`src/rtl/noc_pkg.sv`:
```
// Shared NoC definitions for the router input-port route controller.
// Holds the flit layout offsets, flit type and lock state encodings and the
// one-hot output direction constants.
package noc_pkg;

  localparam int FLIT_W        = 37;
  localparam int FLIT_VALID    = 0;
  localparam int FLIT_VC_LSB   = 1;
  localparam int FLIT_DATA_LSB = 3;
  localparam int VC_W          = 2;
  localparam int DATA_W        = FLIT_W - FLIT_DATA_LSB;
  // Offsets below are relative to fdata (fin_req_i[36:3]).
  localparam int TYPE_MSB      = 33;
  localparam int DEST_MSB      = 31;
  localparam int DIR_BITS      = 5;

  typedef enum logic [1:0] {
    HEAD      = 2'b00,
    BODY      = 2'b01,
    TAIL      = 2'b10,
    HEAD_TAIL = 2'b11
  } flit_type_e;

  typedef enum logic {
    UNLOCKED = 1'b0,
    LOCKED   = 1'b1
  } lock_state_e;

  localparam logic [DIR_BITS-1:0] DIR_N = 5'b00001;
  localparam logic [DIR_BITS-1:0] DIR_S = 5'b00010;
  localparam logic [DIR_BITS-1:0] DIR_E = 5'b00100;
  localparam logic [DIR_BITS-1:0] DIR_W = 5'b01000;
  localparam logic [DIR_BITS-1:0] DIR_L = 5'b10000;

  function automatic flit_type_e flit_type(input logic [FLIT_W-1:0] flit);
    return flit_type_e'(flit[FLIT_DATA_LSB+TYPE_MSB -: 2]);
  endfunction

endpackage

```
`src/rtl/flit_route_ctrl_if.sv`:
```
// Flit link bundle between the input datapath, the route controller and the
// switch allocator.
//   fin_req_i   : flit from input datapath ([0] valid, [2:1] vc, [36:3] data)
//   fin_resp_o  : ready back to input datapath
//   fout_req_o  : registered flit towards the switch allocator
//   fout_dir_o  : one-hot output direction (N,S,E,W,L)
//   fout_resp_i : ready from the switch allocator
// master = environment side (drives requests in, ready from switch),
// slave  = route controller side.
interface flit_route_ctrl_if;
  import noc_pkg::*;

  logic [FLIT_W-1:0]   fin_req_i;
  logic                fin_resp_o;
  logic [FLIT_W-1:0]   fout_req_o;
  logic [DIR_BITS-1:0] fout_dir_o;
  logic                fout_resp_i;

  modport master (
    output fin_req_i,
    output fout_resp_i,
    input  fin_resp_o,
    input  fout_req_o,
    input  fout_dir_o
  );

  modport slave (
    input  fin_req_i,
    input  fout_resp_i,
    output fin_resp_o,
    output fout_req_o,
    output fout_dir_o
  );

endinterface

```
`src/rtl/xy_route_calc.sv`:
```
// Combinational XY (dimension-ordered) route computation.
//   x_dest_i, y_dest_i : destination coordinates from the head flit
//   dir_o              : one-hot output direction (N,S,E,W,L)
// X is resolved first; Y only when X already matches. Comparisons unsigned.
module xy_route_calc
  import noc_pkg::*;
#(
  parameter int ROUTER_X = 1,
  parameter int ROUTER_Y = 1,
  parameter int X_W      = 2,
  parameter int Y_W      = 2
) (
  input  logic [X_W-1:0]      x_dest_i,
  input  logic [Y_W-1:0]      y_dest_i,
  output logic [DIR_BITS-1:0] dir_o
);

  localparam logic [X_W-1:0] MY_X = X_W'(ROUTER_X);
  localparam logic [Y_W-1:0] MY_Y = Y_W'(ROUTER_Y);

  always_comb begin
    dir_o = DIR_L;
    if (x_dest_i > MY_X) begin
      dir_o = DIR_E;
    end else if (x_dest_i < MY_X) begin
      dir_o = DIR_W;
    end else if (y_dest_i > MY_Y) begin
      dir_o = DIR_S;
    end else if (y_dest_i < MY_Y) begin
      dir_o = DIR_N;
    end
  end

endmodule

```
`src/rtl/flit_route_ctrl.sv`:
```
// Router input-port route controller.
// Decodes the flit type, computes the XY direction for head flits, holds that
// direction per VC until the tail (wormhole lock), and presents flit plus
// one-hot direction to the switch allocator through one registered
// valid/ready stage.
//   clk   : core clock
//   arst  : synchronous active-high reset
//   fio   : flit link (input side, output side, direction)
//   err_o : one-cycle protocol-error pulse (bad VC, orphan body/tail,
//           head while locked)
//
// Per-VC lock FSM:
//   state    | meaning
//   UNLOCKED | no packet in flight on this VC; only HEAD/HEAD_TAIL legal
//   LOCKED   | packet in flight; BODY/TAIL follow dir_q of that VC
module flit_route_ctrl
  import noc_pkg::*;
#(
  parameter int ROUTER_X = 1,
  parameter int ROUTER_Y = 1,
  parameter int X_W      = 2,
  parameter int Y_W      = 2,
  parameter int N_VC     = 3
) (
  input  logic              clk,
  input  logic              arst,
  flit_route_ctrl_if.slave  fio,
  output logic              err_o
);

  logic [FLIT_W-1:0]   out_req_q, out_req_d;
  logic [DIR_BITS-1:0] out_dir_q, out_dir_d;
  logic                err_q, err_d;
  lock_state_e         lock_q [N_VC];
  lock_state_e         lock_d [N_VC];
  logic [DIR_BITS-1:0] dir_q  [N_VC];
  logic [DIR_BITS-1:0] dir_d  [N_VC];

  logic                out_valid;
  logic                rdy;
  logic                acc;
  logic                drn;
  logic [VC_W-1:0]     vc;
  logic                vc_ok;
  flit_type_e          ftype;
  logic [X_W-1:0]      x_dest;
  logic [Y_W-1:0]      y_dest;
  logic [DIR_BITS-1:0] route_dir;

  lock_state_e         cur_lock, new_lock;
  logic [DIR_BITS-1:0] cur_dir, new_dir;
  logic                fwd;
  logic [DIR_BITS-1:0] fwd_dir;

  assign out_valid = out_req_q[FLIT_VALID];
  // Ready looks at the downstream ready combinationally so a draining output
  // register can be refilled in the same cycle (no bubble).
  assign rdy       = !arst && (!out_valid || fio.fout_resp_i);
  assign acc       = fio.fin_req_i[FLIT_VALID] && rdy;
  assign drn       = out_valid && fio.fout_resp_i;

  assign vc     = fio.fin_req_i[FLIT_VC_LSB +: VC_W];
  assign vc_ok  = 32'(vc) < N_VC;
  assign ftype  = flit_type(fio.fin_req_i);
  assign x_dest = fio.fin_req_i[FLIT_DATA_LSB+DEST_MSB -: X_W];
  assign y_dest = fio.fin_req_i[FLIT_DATA_LSB+DEST_MSB-X_W -: Y_W];

  xy_route_calc #(
    .ROUTER_X (ROUTER_X),
    .ROUTER_Y (ROUTER_Y),
    .X_W      (X_W),
    .Y_W      (Y_W)
  ) u_xy_route_calc (
    .x_dest_i (x_dest),
    .y_dest_i (y_dest),
    .dir_o    (route_dir)
  );

  // Lock FSM next state and forwarding decision for the accepted flit.
  always_comb begin
    lock_d   = lock_q;
    dir_d    = dir_q;
    err_d    = 1'b0;
    fwd      = 1'b0;
    fwd_dir  = '0;
    cur_lock = UNLOCKED;
    cur_dir  = '0;
    new_lock = UNLOCKED;
    new_dir  = '0;

    for (int v = 0; v < N_VC; v++) begin
      if (32'(vc) == v) begin
        cur_lock = lock_q[v];
        cur_dir  = dir_q[v];
      end
    end
    new_lock = cur_lock;
    new_dir  = cur_dir;

    if (acc) begin
      if (!vc_ok) begin
        // Out-of-range VC: swallow the flit, touch no lock.
        err_d = 1'b1;
      end else begin
        case (ftype)
          HEAD: begin
            err_d    = (cur_lock == LOCKED);
            new_lock = LOCKED;
            new_dir  = route_dir;
            fwd      = 1'b1;
            fwd_dir  = route_dir;
          end
          HEAD_TAIL: begin
            err_d    = (cur_lock == LOCKED);
            new_lock = UNLOCKED;
            fwd      = 1'b1;
            fwd_dir  = route_dir;
          end
          default: begin
            if (cur_lock == LOCKED) begin
              fwd     = 1'b1;
              fwd_dir = cur_dir;
              if (ftype == TAIL) begin
                new_lock = UNLOCKED;
              end
            end else begin
              err_d = 1'b1;
            end
          end
        endcase

        for (int v = 0; v < N_VC; v++) begin
          if (32'(vc) == v) begin
            lock_d[v] = new_lock;
            dir_d[v]  = new_dir;
          end
        end
      end
    end
  end

  // Output stage: a forwarded accept reloads; a drain with nothing new clears.
  // Dropped flits never reach the register.
  always_comb begin
    out_req_d = out_req_q;
    out_dir_d = out_dir_q;
    if (acc && fwd) begin
      out_req_d = fio.fin_req_i;
      out_dir_d = fwd_dir;
    end else if (drn) begin
      out_req_d = '0;
      out_dir_d = '0;
    end
  end

  always_ff @(posedge clk) begin
    if (arst) begin
      out_req_q <= '0;
      out_dir_q <= '0;
      err_q     <= 1'b0;
      for (int v = 0; v < N_VC; v++) begin
        lock_q[v] <= UNLOCKED;
        dir_q[v]  <= '0;
      end
    end else begin
      out_req_q <= out_req_d;
      out_dir_q <= out_dir_d;
      err_q     <= err_d;
      for (int v = 0; v < N_VC; v++) begin
        lock_q[v] <= lock_d[v];
        dir_q[v]  <= dir_d[v];
      end
    end
  end

  assign fio.fin_resp_o = rdy;
  assign fio.fout_req_o = out_req_q;
  assign fio.fout_dir_o = out_dir_q;
  assign err_o          = err_q;

endmodule

```
`src/flat_wrapper.sv`:
```
// flat-port wrapper written by rule: the top's interface ports become plain ports
module flit_route_ctrl_flat import noc_pkg::*;
#(
  parameter int ROUTER_X = 1,
  parameter int ROUTER_Y = 1,
  parameter int X_W      = 2,
  parameter int Y_W      = 2,
  parameter int N_VC     = 3
)
  (clk, arst, err_o, fio_fin_req_i, fio_fout_resp_i, fio_fin_resp_o, fio_fout_req_o, fio_fout_dir_o);
  flit_route_ctrl_if fio_i ();
  input  logic clk;
  input  logic arst;
  output logic err_o;
  input wire logic [$bits(fio_i.fin_req_i)-1:0] fio_fin_req_i;
  input wire logic [$bits(fio_i.fout_resp_i)-1:0] fio_fout_resp_i;
  output wire logic [$bits(fio_i.fin_resp_o)-1:0] fio_fin_resp_o;
  output wire logic [$bits(fio_i.fout_req_o)-1:0] fio_fout_req_o;
  output wire logic [$bits(fio_i.fout_dir_o)-1:0] fio_fout_dir_o;
  assign fio_i.fin_req_i = fio_fin_req_i;
  assign fio_i.fout_resp_i = fio_fout_resp_i;
  assign fio_fin_resp_o = fio_i.fin_resp_o;
  assign fio_fout_req_o = fio_i.fout_req_o;
  assign fio_fout_dir_o = fio_i.fout_dir_o;
  flit_route_ctrl #(.ROUTER_X(ROUTER_X), .ROUTER_Y(ROUTER_Y), .X_W(X_W), .Y_W(Y_W), .N_VC(N_VC)) u_core (.clk(clk), .arst(arst), .fio(fio_i), .err_o(err_o));
endmodule
```
`config.mk`:
```
export PLATFORM = sky130hd
export DESIGN_NAME = flit_route_ctrl_flat
export DESIGN_NICKNAME = d
export VERILOG_FILES = /design/src/rtl/noc_pkg.sv /design/src/rtl/flit_route_ctrl_if.sv /design/src/rtl/xy_route_calc.sv /design/src/rtl/flit_route_ctrl.sv /design/src/flat_wrapper.sv
export SDC_FILE = /design/constraint.sdc
export NUM_CORES = 1
export LEC_CHECK = 0
export BUFFER_PORTS_ARGS = -buffer_cell sky130_fd_sc_hd__buf_2
export CAP_MARGIN = 20
export CORE_MARGIN = 4
export CORE_UTILIZATION = 45
export DETAILED_ROUTE_END_ITERATION = 10
export GPL_ROUTABILITY_DRIVEN = 0
export PLACE_DENSITY = 0.78
export SLEW_MARGIN = 5
export SYNTH_ARGS = -nofsm -noshare
export SYNTH_HDL_FRONTEND = slang
export SYNTH_HIERARCHICAL = 1
export SYNTH_SLANG_ARGS = --single-unit
```
`constraint.sdc`:
```
create_clock -name clk -period 5.3 [get_ports clk]
set_input_delay 1.59 -clock clk [delete_from_list [all_inputs] [get_ports clk]]
set_output_delay 1.59 -clock clk [all_outputs]
set_load 0.05 [all_outputs]
```
==> key figures <==
Finish
  – Inserted Diodes: 0
  – Final nets: 385
  – Syn-to-layout area delta: 25.4%
  – Share of layout cells above drive strength 1: 32.6%
  – Fin area: 0.00322 mm2

Synthesis
  – Post-synthesis sequential area ratio: 47.6%
  – FF+latch count, synth: 61
  – Synthesized area per cell: 9.72 um2
  – Synthesized instance count: 264
  – Synthesized area: 0.00257 mm2
  – Ys Warns: 6
  – Yosys top cell by area: dfxtp_1
  – Mapped Nets: 307
  – Most used DFF post-synth: dfxtp_1
  – Async S/R FF share, synth: 0%
  – Yosys top cell area share: 47.6%
  – Area contributors post-synth: dfxtp_1 48%, a22oi_1 11%, mux2i_1 8.2%
  – Post-synth EDFFs: 0
  – Unique cell type count in the Yosys netlist: 38

Power
  – Comb pwr share: 12.8%
  – Net Sw Power: 291 uW
  – VDD IR-drop max: 0.000341 V
  – Switching share of power: 27.2%
  – Power Dens Cells: 333 mW/mm2
  – Flop pwr share: 44.5%
  – Leakage Power: 0.00137 uW
  – Clock share of power: 42.7%
  – Internal power: 779 uW

Clock tree
  – Setup bufs post-CTS: 0
  – Clk_lat worst skew: 0.35 ns
  – Post_cts resized: 0
  – H-tree levels: 3
  – Clk slew on worst S/H paths: 0.06 ns
  – Cts bufs inserted: 9
  – Clock Root Buffer: clkbuf_8
  – Clock Sinks: 61
  – CTS Hold Bufs: 0
  – Worst-case clock buffer depth: 2
  – TritonCTS clock tree: yes

Min path
  – Hold WC Path Type: flop to flop
  – Worst hold start: u_core/fio.fout_dir_o[2]
  – Endpoint, Worst Hold: u_core/fio.fout_dir_o[2]
  – Hold Path Stages: 1

Placed design
  – Port Buf Inserts: 83
  – Placed inst area: 0.00299 mm2
  – Post-DP HPWL: 4290 um

Timing
  – Min Tclk post-route: 4.01 ns
  – Final Skew: 0.0107 ns
  – Unrepaired setup endpoints after global routing: false
  – Tcrit/Tclk final: 75.6%
  – Setup Viol. Count Final: 0
  – Worst slew pin tran: 0.735 ns
  – Rel. slew slack: 50.8%
  – Setup TNS: 0 ns
  – Fin. Hold Viols: 0
  – Fmax: 250 MHz
  – Slew Viols, Final: 0

Setup path
  – Slowest stage delay, CP: 0.42 ns
  – R2R setup slack: 2.91 ns
  – CP Data Arrival Time: 2.42 ns
  – Worst r2r src: u_core/lock_q[2]
  – FF-to-FF path depth: 9
  – Cell chain of the critical path: buf_2 -> nor2b_1 -> nor2_1 -> buf_2
  – FF-to-FF End: u_core/fio.fout_dir_o[0]
  – Crit path kind: primary input to output pin
  – CP max stage cell: nor2b_1
  – Crit path capture type: output pin
  – WP data required: 3.71 ns
  – Critical path's most frequent cell: buf_2
  – CP Max Fanout: 4
  – Startpoint Class: primary input

Routing
  – Per-cell routed wire length: 14.7 um
  – Drt initial violations: 228
  – Routed Wire Length: 6170 um
  – Initial DRT Pass Iterations: 4
  – Vias/cell: 5.34
  – ANT nets after route: 0
  – Total number of vias: 2237
  – Residual DRC count: 0

Global route
  – Largest net degree at the start of global routing: 59
  – Number of global-route vias before repair: 2121
  – First-pass GRT wire length: 10200 um
  – Total grt overflow: 0
  – Initial antenna violation count: 0
  – Gr usage total: 18.0%

Flow run
  – Max capacitance violation total: 0

Outcome
  – Run status: finished clean

Die
  – Die area: 0.00697 mm2
  – I/O pin count: 84
  – Die height: 83.5 um
  – Rows: 27
  – Core Area: 0.00551 mm2
  – Die X: 83.5 um
  – Initial Utilization: 46.6%
per-layer routing:
layer	vias up	global-route usage, %	part of all wire, %
met3	8	6.61	7.4
met1	1047	23.6	45
met4	0	7.02	1.7
li1	1102	-	-
met5	-	0	0
met2	80	27.1	46
worst max-delay path: cells and delay by family:
family	cells	cell delay (ns)
buf+inv	2	0.34
simple gates	2	0.50
synth_stat cells (2+ instances only):
cell type and n:
buf_6 2, nand2_1 11, nor2_1 56, clkbuf_1 8, o21ai_0 5, dfxtp_1 61, buf_2 8, mux2i_1 21
a221o_1 5, or4bb_1 3, a22oi_1 36, nand4bb_1 2, nor2b_1 3, nor3b_1 5, and3_1 2, ha_1 3
a211oi_1 4, inv_1 5, o211ai_1 5
state kept, by name, summed over array words and instances, names as in the netlist:
name / flops
u_core/fio.fout_dir_o: 5
u_core/fio.fout_req_o: 37
u_core/err_o: 1
u_core/lock_q: 3
u_core/dir_q: 15
logic make-up (layout without fill, tap and decap cells):
group                      Yosys count  after routing  synth area share (%)
and+or+nand+nor                     95             95                  20.4
DFF                                 61             61                  47.6
AOI/OAI and AO/OA                   60             60                  17.7
buffers and inverters               24            107                  4.63
muxes                               21             21                  8.19
adders and majority gates            3              3                  1.46
how the worst max path moves through the flow:
stage / end / startpoint / slack, ns
6_report: fio_fin_resp_o / fio_fout_resp_i / 1.29
5_1_grt: fio_fin_resp_o / fio_fout_resp_i / 1.25
4_1_cts: fio_fin_resp_o / fio_fout_resp_i / 1.28
3_5_place_dp: u_core/fio.fout_dir_o[0] / fio_fin_req_i[1] / 1.26
3_3_place_gp: fio_fin_resp_o / fio_fout_resp_i / 1.34
2_1_floorplan: fio_fin_resp_o / arst / 1.06
layout make-up:
cell class              count  area [um2]
inverters                   5        18.8
clock inverters             7        98.8
repair buffers             86         438
multi-input cells         179        1230
clock buffers               9         124
fillers                   485        2290
well taps                  72        90.1
flip-flops and latches     61        1220
through the flow:
stage / util (%) / hold WS (ns) / std cells / power [uW] / worst slack, ns
finish: 58.4 / 0.491 / 419 / 1070 / 1.29
detailed placement: 54.4 / 0.475 / 403 / 623 / 1.26
global placement: 54.4 / 0.474 / 403 / 621 / 1.34
global route: 58.4 / 0.506 / 419 / 1120 / 1.25
CTS: 58.4 / 0.496 / 419 / 1080 / 1.28
floorplan: - / 0.460 / 264 / 584 / 1.06
placed cells by master, fill, tap and decap left out, types with 2 or more instances in the layout:
master      n
and3_1      2
ha_1        3
a22oi_1    36
o211ai_1    5
nor2_1     56
inv_1       5
a221o_1     5
clkbuf_8    9
nand4bb_1   2
a211oi_1    4
o21ai_0     5
nor2b_1     3
nor3b_1     5
bufinv_16   2
buf_2      83
dfxtp_1    61
mux2i_1    21
buf_4       3
nand2_1    11
clkinv_4    2
or4bb_1     3
power groups by stage:
stage / Combinational [uW] / Clock (uW) / Sequential [uW]
4_1_cts: 137 / 470 / 476
5_1_grt: 146 / 495 / 477
3_5_place_dp: 137 / 0 / 486
2_1_floorplan: 60.3 / 0 / 524
6_report: 137 / 457 / 476
3_3_place_gp: 135 / 0 / 486
(Power assumes the default switching activity.)
